**src/rtl/fifo_flex_pkg.sv**
```systemverilog
// Shared helpers for the flexible-depth single-clock FIFO.
// Provides the level/threshold width function and the sticky error flag pair.
package fifo_flex_pkg;

    function automatic int cnt_w(input int depth);
        return $clog2(depth + 1);
    endfunction

    typedef struct packed {
        logic overflow;
        logic underflow;
    } fifo_err_t;

endpackage

```
**src/rtl/fifo_wrap_ptr.sv**
```systemverilog
// Pointer register counting 0..DEPTH-1 with explicit wrap back to 0.
// Priority: clr over load over inc; ptr_inc_o is the wrapped successor of the current value.
module fifo_wrap_ptr #(
    parameter int DEPTH = 6,
    localparam int PW = (DEPTH > 1) ? $clog2(DEPTH) : 1
) (
    input  logic          clk,
    input  logic          rst,
    input  logic          clr,
    input  logic          load,
    input  logic [PW-1:0] load_val,
    input  logic          inc,
    output logic [PW-1:0] ptr_o,
    output logic [PW-1:0] ptr_inc_o
);

    logic [PW-1:0] ptr_q, ptr_d;

    assign ptr_inc_o = (ptr_q == PW'(DEPTH - 1)) ? '0 : ptr_q + 1'b1;
    assign ptr_o     = ptr_q;

    always_comb begin
        ptr_d = ptr_q;
        if (clr) begin
            ptr_d = '0;
        end else if (load) begin
            ptr_d = load_val;
        end else if (inc) begin
            ptr_d = ptr_inc_o;
        end
    end

    always_ff @(posedge clk or posedge rst) begin
        if (rst) begin
            ptr_q <= '0;
        end else begin
            ptr_q <= ptr_d;
        end
    end

endmodule

```
**src/rtl/fifo_sc_flex.sv**
```systemverilog
// Single-clock FIFO of arbitrary depth with programmable almost flags and sticky errors.
// Define FIFO_SC_FLEX_PKT_EN to enable packet commit/discard on the write side.
module fifo_sc_flex
    import fifo_flex_pkg::*;
#(
    parameter int WIDTH      = 8,
    parameter int DEPTH      = 6,
    parameter int SHOW_AHEAD = 1,
    localparam int CNT_W     = cnt_w(DEPTH),
    localparam int PW        = (DEPTH > 1) ? $clog2(DEPTH) : 1
) (
    input  logic             clk,
    input  logic             rst,
    input  logic             flush,
    input  logic             wen,
    input  logic [WIDTH-1:0] wdata,
    input  logic             ren,
    output logic [WIDTH-1:0] q,
    output logic [CNT_W-1:0] level,
    input  logic [CNT_W-1:0] afull_th,
    input  logic [CNT_W-1:0] aempty_th,
    output logic             almost_full,
    output logic             full,
    output logic             almost_empty,
    output logic             empty,
    output logic             overflow,
    output logic             underflow,
    input  logic             err_clr,
    input  logic             wcommit,
    input  logic             wdiscard
);

    logic [WIDTH-1:0] mem [DEPTH];
    logic [PW-1:0]    rd_ptr, rd_ptr_inc, wr_ptr, wr_ptr_inc;
    logic [CNT_W-1:0] level_q, level_d;
    fifo_err_t        err_q, err_d;
    logic [WIDTH-1:0] q_q, q_d;
    logic             rd_ok, wr_ok, wr_keep, full_int;
    logic             wr_load;
    logic [PW-1:0]    wr_load_val;
    logic             unused_ptr;

`ifdef FIFO_SC_FLEX_PKT_EN
    logic [CNT_W-1:0] unc_q, unc_d;
    logic [PW-1:0]    cm_ptr, unused_cm_inc;
    logic             cm_load;
    logic [PW-1:0]    cm_val;

    // Capacity counts speculative entries too; readers only see committed ones.
    assign full_int    = (CNT_W'(level_q + unc_q) == CNT_W'(DEPTH));
    assign wr_keep     = wr_ok && !wdiscard;
    assign wr_load     = !flush && wdiscard;
    assign wr_load_val = cm_ptr;
    assign cm_load     = !flush && wcommit && !wdiscard;
    assign cm_val      = wr_keep ? wr_ptr_inc : wr_ptr;

    always_comb begin
        level_d = level_q;
        unc_d   = unc_q;
        if (flush) begin
            level_d = '0;
            unc_d   = '0;
        end else begin
            level_d = level_q - CNT_W'(rd_ok);
            if (wdiscard) begin
                unc_d = '0;
            end else if (wcommit) begin
                level_d = level_d + unc_q + CNT_W'(wr_keep);
                unc_d   = '0;
            end else begin
                unc_d = unc_q + CNT_W'(wr_keep);
            end
        end
    end

    fifo_wrap_ptr #(.DEPTH(DEPTH)) u_cm_ptr (
        .clk       (clk),
        .rst       (rst),
        .clr       (flush),
        .load      (cm_load),
        .load_val  (cm_val),
        .inc       (1'b0),
        .ptr_o     (cm_ptr),
        .ptr_inc_o (unused_cm_inc)
    );

    assign unused_ptr = &{1'b0, unused_cm_inc, rd_ptr_inc};
`else
    assign full_int    = (level_q == CNT_W'(DEPTH));
    assign wr_keep     = wr_ok;
    assign wr_load     = 1'b0;
    assign wr_load_val = '0;

    always_comb begin
        level_d = level_q;
        if (flush) begin
            level_d = '0;
        end else begin
            level_d = level_q + CNT_W'(wr_ok) - CNT_W'(rd_ok);
        end
    end

    // Packet controls are present on the port list but have no effect here.
    assign unused_ptr = &{1'b0, wcommit, wdiscard, wr_ptr_inc, rd_ptr_inc};
`endif

    assign empty = (level_q == '0);
    assign full  = full_int;
    assign level = level_q;
    assign rd_ok = !flush && ren && !empty;
    assign wr_ok = !flush && wen && (!full_int || rd_ok);

    assign almost_full  = (afull_th != '0) && (level_q >= afull_th);
    assign almost_empty = (aempty_th != '0) && (level_q <= aempty_th);

    always_comb begin
        err_d.overflow  = (err_q.overflow && !err_clr) || (!flush && wen && !wr_ok);
        err_d.underflow = (err_q.underflow && !err_clr) || (!flush && ren && !rd_ok);
    end

    assign overflow  = err_q.overflow;
    assign underflow = err_q.underflow;

    fifo_wrap_ptr #(.DEPTH(DEPTH)) u_rd_ptr (
        .clk       (clk),
        .rst       (rst),
        .clr       (flush),
        .load      (1'b0),
        .load_val  ('0),
        .inc       (rd_ok),
        .ptr_o     (rd_ptr),
        .ptr_inc_o (rd_ptr_inc)
    );

    fifo_wrap_ptr #(.DEPTH(DEPTH)) u_wr_ptr (
        .clk       (clk),
        .rst       (rst),
        .clr       (flush),
        .load      (wr_load),
        .load_val  (wr_load_val),
        .inc       (wr_keep),
        .ptr_o     (wr_ptr),
        .ptr_inc_o (wr_ptr_inc)
    );

    always_ff @(posedge clk) begin
        if (wr_ok) begin
            mem[wr_ptr] <= wdata;
        end
    end

    // Show-ahead holds the last shown head while empty so flush leaves q untouched.
    always_comb begin
        q_d = q_q;
        if (SHOW_AHEAD != 0) begin
            if (!empty) begin
                q_d = mem[rd_ptr];
            end
        end else if (rd_ok) begin
            q_d = mem[rd_ptr];
        end
    end

    assign q = (SHOW_AHEAD != 0) ? q_d : q_q;

    always_ff @(posedge clk or posedge rst) begin
        if (rst) begin
            level_q <= '0;
            err_q   <= '0;
            q_q     <= '0;
`ifdef FIFO_SC_FLEX_PKT_EN
            unc_q   <= '0;
`endif
        end else begin
            level_q <= level_d;
            err_q   <= err_d;
            q_q     <= q_d;
`ifdef FIFO_SC_FLEX_PKT_EN
            unc_q   <= unc_d;
`endif
        end
    end

endmodule
```
**config.mk**
```make
export PLATFORM = sky130hd
export DESIGN_NAME = fifo_sc_flex
export DESIGN_NICKNAME = d
export VERILOG_FILES = /design/src/rtl/fifo_flex_pkg.sv /design/src/rtl/fifo_wrap_ptr.sv /design/src/rtl/fifo_sc_flex.sv
export SDC_FILE = /design/constraint.sdc
export NUM_CORES = 1
export LEC_CHECK = 0
export ABC_CLOCK_PERIOD_IN_PS = 2100
export CAP_MARGIN = 20
export CORE_MARGIN = 10
export CORE_UTILIZATION = 56
export CTS_CLUSTER_SIZE = 30
export DETAILED_ROUTE_END_ITERATION = 10
export DONT_BUFFER_PORTS = 1
export HOLD_SLACK_MARGIN = 0.05
export PLACE_DENSITY_LB_ADDON = 0.2
export SLEW_MARGIN = 0
export SYNTH_ARGS = -nofsm -noshare
export SYNTH_HDL_FRONTEND = slang
export SYNTH_SLANG_ARGS = --single-unit
```
**constraint.sdc**
```tcl
create_clock -name clk -period 2.1 [get_ports clk]
set_input_delay 0.315 -clock clk [delete_from_list [all_inputs] [get_ports clk]]
set_output_delay 0.315 -clock clk [all_outputs]
set_load 0.03 [all_outputs]
```
After elaboration in Yosys (flattened, before gate mapping)
Memories as Yosys holds them, arrays and structs flattened.
Index checks and enable logic that the tools add are counted.
{ "word_totals": {"register_bits": 19, "latchBits": 0, "ram_bits": 48, "rom_bits": 0, "inputBits": 22, "out_inout_bits": 17, "elab_cells": 50, "n_memories": 1} }
{ "mem_list": {"columns": ["memory", "words", "width", "read_ports", "rd_ports_with_merged_regs", "write_ports", "line", "source"], "rows": [
  ["mem", 6, 8, 1, 0, 1, "fifo_sc_flex.sv:33", "logic [WIDTH-1:0] mem [DEPTH];"]
]} }
{ "op_classes": {"addsub": 4, "mul": 0, "div_mod_pow": 0, "order_cmp": 2, "n_eq_ne": 3, "n_shift": 0, "mux": 10, "bitwise_logic": 0, "reduce_logical": 24} }
{ "op_table": {"columns": ["op", "n"], "rows": [
  ["3-bit two-way mux", 7],
  ["1-bit logical AND", 10],
  ["3-bit equality test, second input constant", 3],
  ["8-bit two-way mux", 1],
  ["3-bit by 1-bit adder with 3-bit output, second input constant", 2],
  ["1-bit logical NOT", 6],
  ["3-bit nonzero test", 2],
  ["2-bit nonzero test", 2],
  ["3-bit by 1-bit adder with 3-bit output", 1],
  ["3-bit >= comparator", 1],
  ["3-bit <= comparator", 1],
  ["3-bit logical NOT", 1],
  ["1-bit logical OR", 3],
  ["3-bit by 1-bit subtractor with 3-bit output", 1],
  ["1-bit two-way mux", 2]
]} }

Logic depth before layout (Yosys ltp)
{ "logic_depth": {"word_depth": 8, "mapped_depth": 11, "ltp_nobuf": 10} }

Cells and area by module
A second synthesis with hierarchy kept.
{ "hier_totals": {"cells_unflattened": 218, "area_unflattened_um2": 3081.7} }
{ "modules_own_cells": {"columns": ["mod", "n_inst", "cells_each", "area_each_um2", "seq_area_each_um2"], "rows": [
  ["fifo_sc_flex", 1, 174, 2626.3, 1766.7],
  ["fifo_wrap_ptr", 2, 22, 227.7, 75.1]
]} }

Least setup slack after synthesis
Ideal clock, no wire load.
{ "synth_timing": {"kind": "register -> register", "startpoint": "reg level_q[1] (netlist: level[1])", "endpoint": "reg level_q[2] (netlist: level[2])", "setup_time_ns": 0.131, "arrival_time_ns": 2.369, "required_ns": 1.969, "setup_slack_ns": -0.400, "stages_incl_launch_ff": 12, "path_buffers": 1, "period_less_slack_ns": 2.500, "path_cell_list": "dfrtp_1 or3_4 inv_4 buf_8 nor2_1 o21bai_1 ha_1 inv_1 fa_1 xor2_1 xnor2_1 nor2_1"} }
{ "synth_between": {"elab_chain_cells": 8, "elab_cells_between_ends": 10, "classes_between": "add/sub (2); eq/ne (1); mux (1); reduce/logical (6)"} }
{ "synth_rtl": {"columns": ["item", "line", "source"], "rows": [
  ["start, declared", "fifo_sc_flex.sv:35", "logic [CNT_W-1:0] level_q, level_d;"],
  ["start signal, assigned", "fifo_sc_flex.sv:175", "level_q <= level_d;"],
  ["3-bit logical NOT (*)", "fifo_sc_flex.sv:107", "assign empty = (level_q == '0);"],
  ["net empty", "fifo_sc_flex.sv:25", "output logic empty,"],
  ["1-bit logical NOT (*)", null, null],
  ["1-bit logical AND (*)", "fifo_sc_flex.sv:110", "assign rd_ok = !flush && ren && !empty;"],
  ["1-bit logical OR", "fifo_sc_flex.sv:111", "assign wr_ok = !flush && wen && (!full_int || rd_ok);"],
  ["1-bit logical AND", "fifo_sc_flex.sv:111", null],
  ["3-bit by 1-bit adder with 3-bit output", "fifo_sc_flex.sv:99", "level_d = level_q + CNT_W'(wr_ok) - CNT_W'(rd_ok);"],
  ["3-bit by 1-bit subtractor with 3-bit output (*)", "fifo_sc_flex.sv:99", null],
  ["3-bit two-way mux (*)", "fifo_sc_flex.sv:96", "if (flush) begin"],
  ["net level_d[2]", "fifo_sc_flex.sv:35", null]
]} }
The timed path passes the listed nets; every way through them passes the cells marked *.
A chain may end at the register's enable or synchronous reset.

Final worst setup path
{ "layout_timing": {"startpoint": "reg level_q[2] (netlist: level[2])", "endpoint": "reg level_q[2] (netlist: level[2])"} }
{ "layout_between": {"elab_chain_cells": 8, "elab_cells_between_ends": 10, "classes_between": "add/sub (2); eq/ne (1); mux (1); reduce/logical (6)"} }
{ "layout_rtl": {"columns": ["item", "line"], "rows": [
  ["3-bit logical NOT", "fifo_sc_flex.sv:107"],
  ["1-bit logical NOT", null],
  ["1-bit logical AND", "fifo_sc_flex.sv:110"],
  ["1-bit logical OR", "fifo_sc_flex.sv:111"],
  ["1-bit logical AND", "fifo_sc_flex.sv:111"],
  ["3-bit by 1-bit adder with 3-bit output", "fifo_sc_flex.sv:99"],
  ["3-bit by 1-bit subtractor with 3-bit output (*)", "fifo_sc_flex.sv:99"],
  ["3-bit two-way mux (*)", "fifo_sc_flex.sv:96"],
  ["net level_d[2]", "fifo_sc_flex.sv:35"]
]} }
Marks and branches as above.

==> impl_metrics.toml <==
[cts]
cts_buffers = 9
clk_latency_ps = 340
clk_path_buf_depth = 2
clk_pin_slew_ps = 70
cts_max_level = 3
cts_tree = "yes"
cts_root_buf = "clkbuf_8"
clock-sinks = 67

[timing]
setup_viol = 11
slew_headroom = 0.497
hold_viol_final = 0
setup_slack_ps = -79.3
fmax_ghz = 0.459
rsz0062_at_grt = "yes"
clock_skew_ps = 8.63
tns_ps = -384
period_needed_ps = 2180
drv_slew = 0
worst_slew_pin_slew_ps = 754
finalCritPeriodShare = 1.04

[finish]
nets = 271
synthToLayoutAreaGrowth_pct = 25.5
instances_no_fill = 316
drive_above_1_share = 0.289
utilization = 0.721
diodes = 0

[yosys]
synth.most_common_cell = "edfxtp_1"
yosys_warnings = 0
ys_top_cells_by_area = "edfxtp_1, dfrtp_1, mux2i_1, ha_1, a21oi_1"
netlist_instances = 202
avgSynthCellArea_sq_um = 14.4
yosysTopAreaCell = "edfxtp_1"
syn-cell-area_sq_mm = 0.00291
ys_seq_elements = 67
ys_types = 41
yosys-top-cells-count = "edfxtp_1, mux2i_1, dfrtp_1"
syn_nets = 232
synth_top_cell_area_share = 0.495
async_reset_ff_frac = 0.284
synth_edf_count = 48
ys.flop_type = "edfxtp_1"
yosysSeqAreaShare = 0.658

[detailed_routing]
routedWlPerCell_microns = 19.8
drt_iter0_drc = 95
viasPerCell = 5.65
wl_microns = 6250
drc = 0
dr_total_vias = 1785
ant_nets = 0
firstDrtPassIters = 4

[worst_setup_path]
crit_fanout = 4
critPathLaunchType = "flip-flop"
critPathTopFamily = "adder cells"
critPathCaptureType = "flip-flop"
r2r_slack_ps = -80
cp_slowest_stage_delay_ps = 430
path_class = "reg -> reg"
crit_slowest_cell = "dfrtp_2"
path_cells = "or3_4 > clkinv_4 > nor2_4 > o21bai_4 > ha_2 > inv_2 > fa_2 > xor2_1 > xnor2_1 > nor2_1"
critical_path_arrival_ps = 2420
required_ps = 2340
cp.buffers_inverters = 2

[global_route]
grt_pass1_wl_microns = 10000
grt_antenna_before_repair = 0
grt_pass1_vias = 1893
grt_max_degree = 20
grt_use_total = 0.154
overflow = 0

[placement]
place_hpwl_microns = 4220
numPortBuffers = 0
preCtsSetupSlack_ps = -103
placed_cells = 282
gp_congestion = 0.788

[power_and_ir_drop]
total_power_uw = 4340
irDropWorstVdd_mv = 0.721
power_density_mw_per_mm2 = 1190
p_leak_uw = 0.00139

[worst_hold_path]
worstHoldPathType = "in -> reg"

[status]
violations = "negative setup slack"
run_status = "complete, but fails checks"

[die]
dieArea_sq_mm = 0.00849
ios = 39
die_w_microns = 92.1
rows = 26
start_util = 0.574
core_sq_mm = 0.00507
fp.dieH_microns = 92.1

[job]
max_cap_viol_count = 0
-- cell type report --
cell class              instances  area [sq um]
clock inverters                 6          90.1
clock buffers                  10           128
multi-input cells             115          1040
flip-flops and latches         67          1920
inverters                      11          48.8
repair buffers                 37           340
fillers                       337          1420
well taps                      70          87.6
-- cell families (layout without fill, tap and decap cells) --
group / after synthesis / after routing / synth area share
flops: 67 / 67 / 0.658
simple gates: 41 / 41 / 0.0889
compound gates: 38 / 38 / 0.0885
mux: 24 / 24 / 0.0824
buf+inv: 20 / 64 / 0.0335
fa+ha+maj: 8 / 8 / 0.0369
xor+xnor: 4 / 4 / 0.0120
-- where the power goes --
group          internal (uW)  switching [uW]  total (uW)
logic                    622             928        1550
registers               1550            90.0        1640
clock network            670             481        1150
-- sequential cells by signal, indices dropped and copies added, names as in the netlist --
name and cells:
q_q 8, overflow 1, u_wr_ptr.ptr_o 3, underflow 1
level 3, mem 48, u_rd_ptr.ptr_o 3
-- metal layers --
layer	vias up	part of all wire	global-route usage
li1	835	-	-
met1	897	0.41	0.174
met2	35	0.51	0.253
met3	18	0.051	0.0652
met4	0	0.024	0.0630
met5	-	0	0
-- through the flow --
stage	hold slack [ps]	cell area (sq um)
floorplan	266	2930
global placement	378	3110
detailed placement	368	3110
CTS	7.45	3600
global route	-5.83	3660
finish	20.2	3660
-- placed cells by master (no fill, tap or decap), types with 3 or more instances in the layout --
| master | synthesis | layout |
|---|---|---|
| clkinv_4 | 0 | 3 |
| mux2i_1 | 24 | 24 |
| inv_1 | 10 | 8 |
| nand2b_1 | 4 | 3 |
| o21ai_0 | 4 | 3 |
| clkbuf_8 | 0 | 9 |
| dlygate4sd3_1 | 0 | 17 |
| a22o_2 | 0 | 3 |
| ha_1 | 7 | 4 |
| nor3_1 | 4 | 3 |
| a21oi_1 | 14 | 12 |
| a22oi_1 | 8 | 8 |
| dfrtp_2 | 0 | 3 |
| dfrtp_1 | 19 | 16 |
| buf_4 | 2 | 17 |
| edfxtp_1 | 48 | 48 |
| nand2_1 | 5 | 5 |
| nor2_1 | 10 | 9 |
| a22o_4 | 0 | 5 |
-- worst paths after layout --
check,cells past startpoint,from,endpoint
worst max-delay path,10,level[2]$_DFF_PP0_,level[2]$_DFF_PP0_
worst min-delay path,1,flush,level[2]$_DFF_PP0_
worst max register to register,10,level[2]$_DFF_PP0_,level[2]$_DFF_PP0_
worst min register to register,1,q_q[2]$_DFF_PP0_,q_q[2]$_DFF_PP0_
max in group asynchronous,2,rst,level[0]$_DFF_PP0_
min in group asynchronous,2,rst,overflow$_DFF_PP0_
-- timing repair --
| action | CTS | global route |
|---|---|---|
| pin swaps | 12 | 14 |
| setup endpoints to repair | 11 | 13 |
| resized for setup | 27 | 10 |
| endpoints found under the hold margin | 72 | 8 |
| hold buffers | 16 | 1 |
| setup buffers | 1 | 1 |
(Power assumes the default switching activity.)
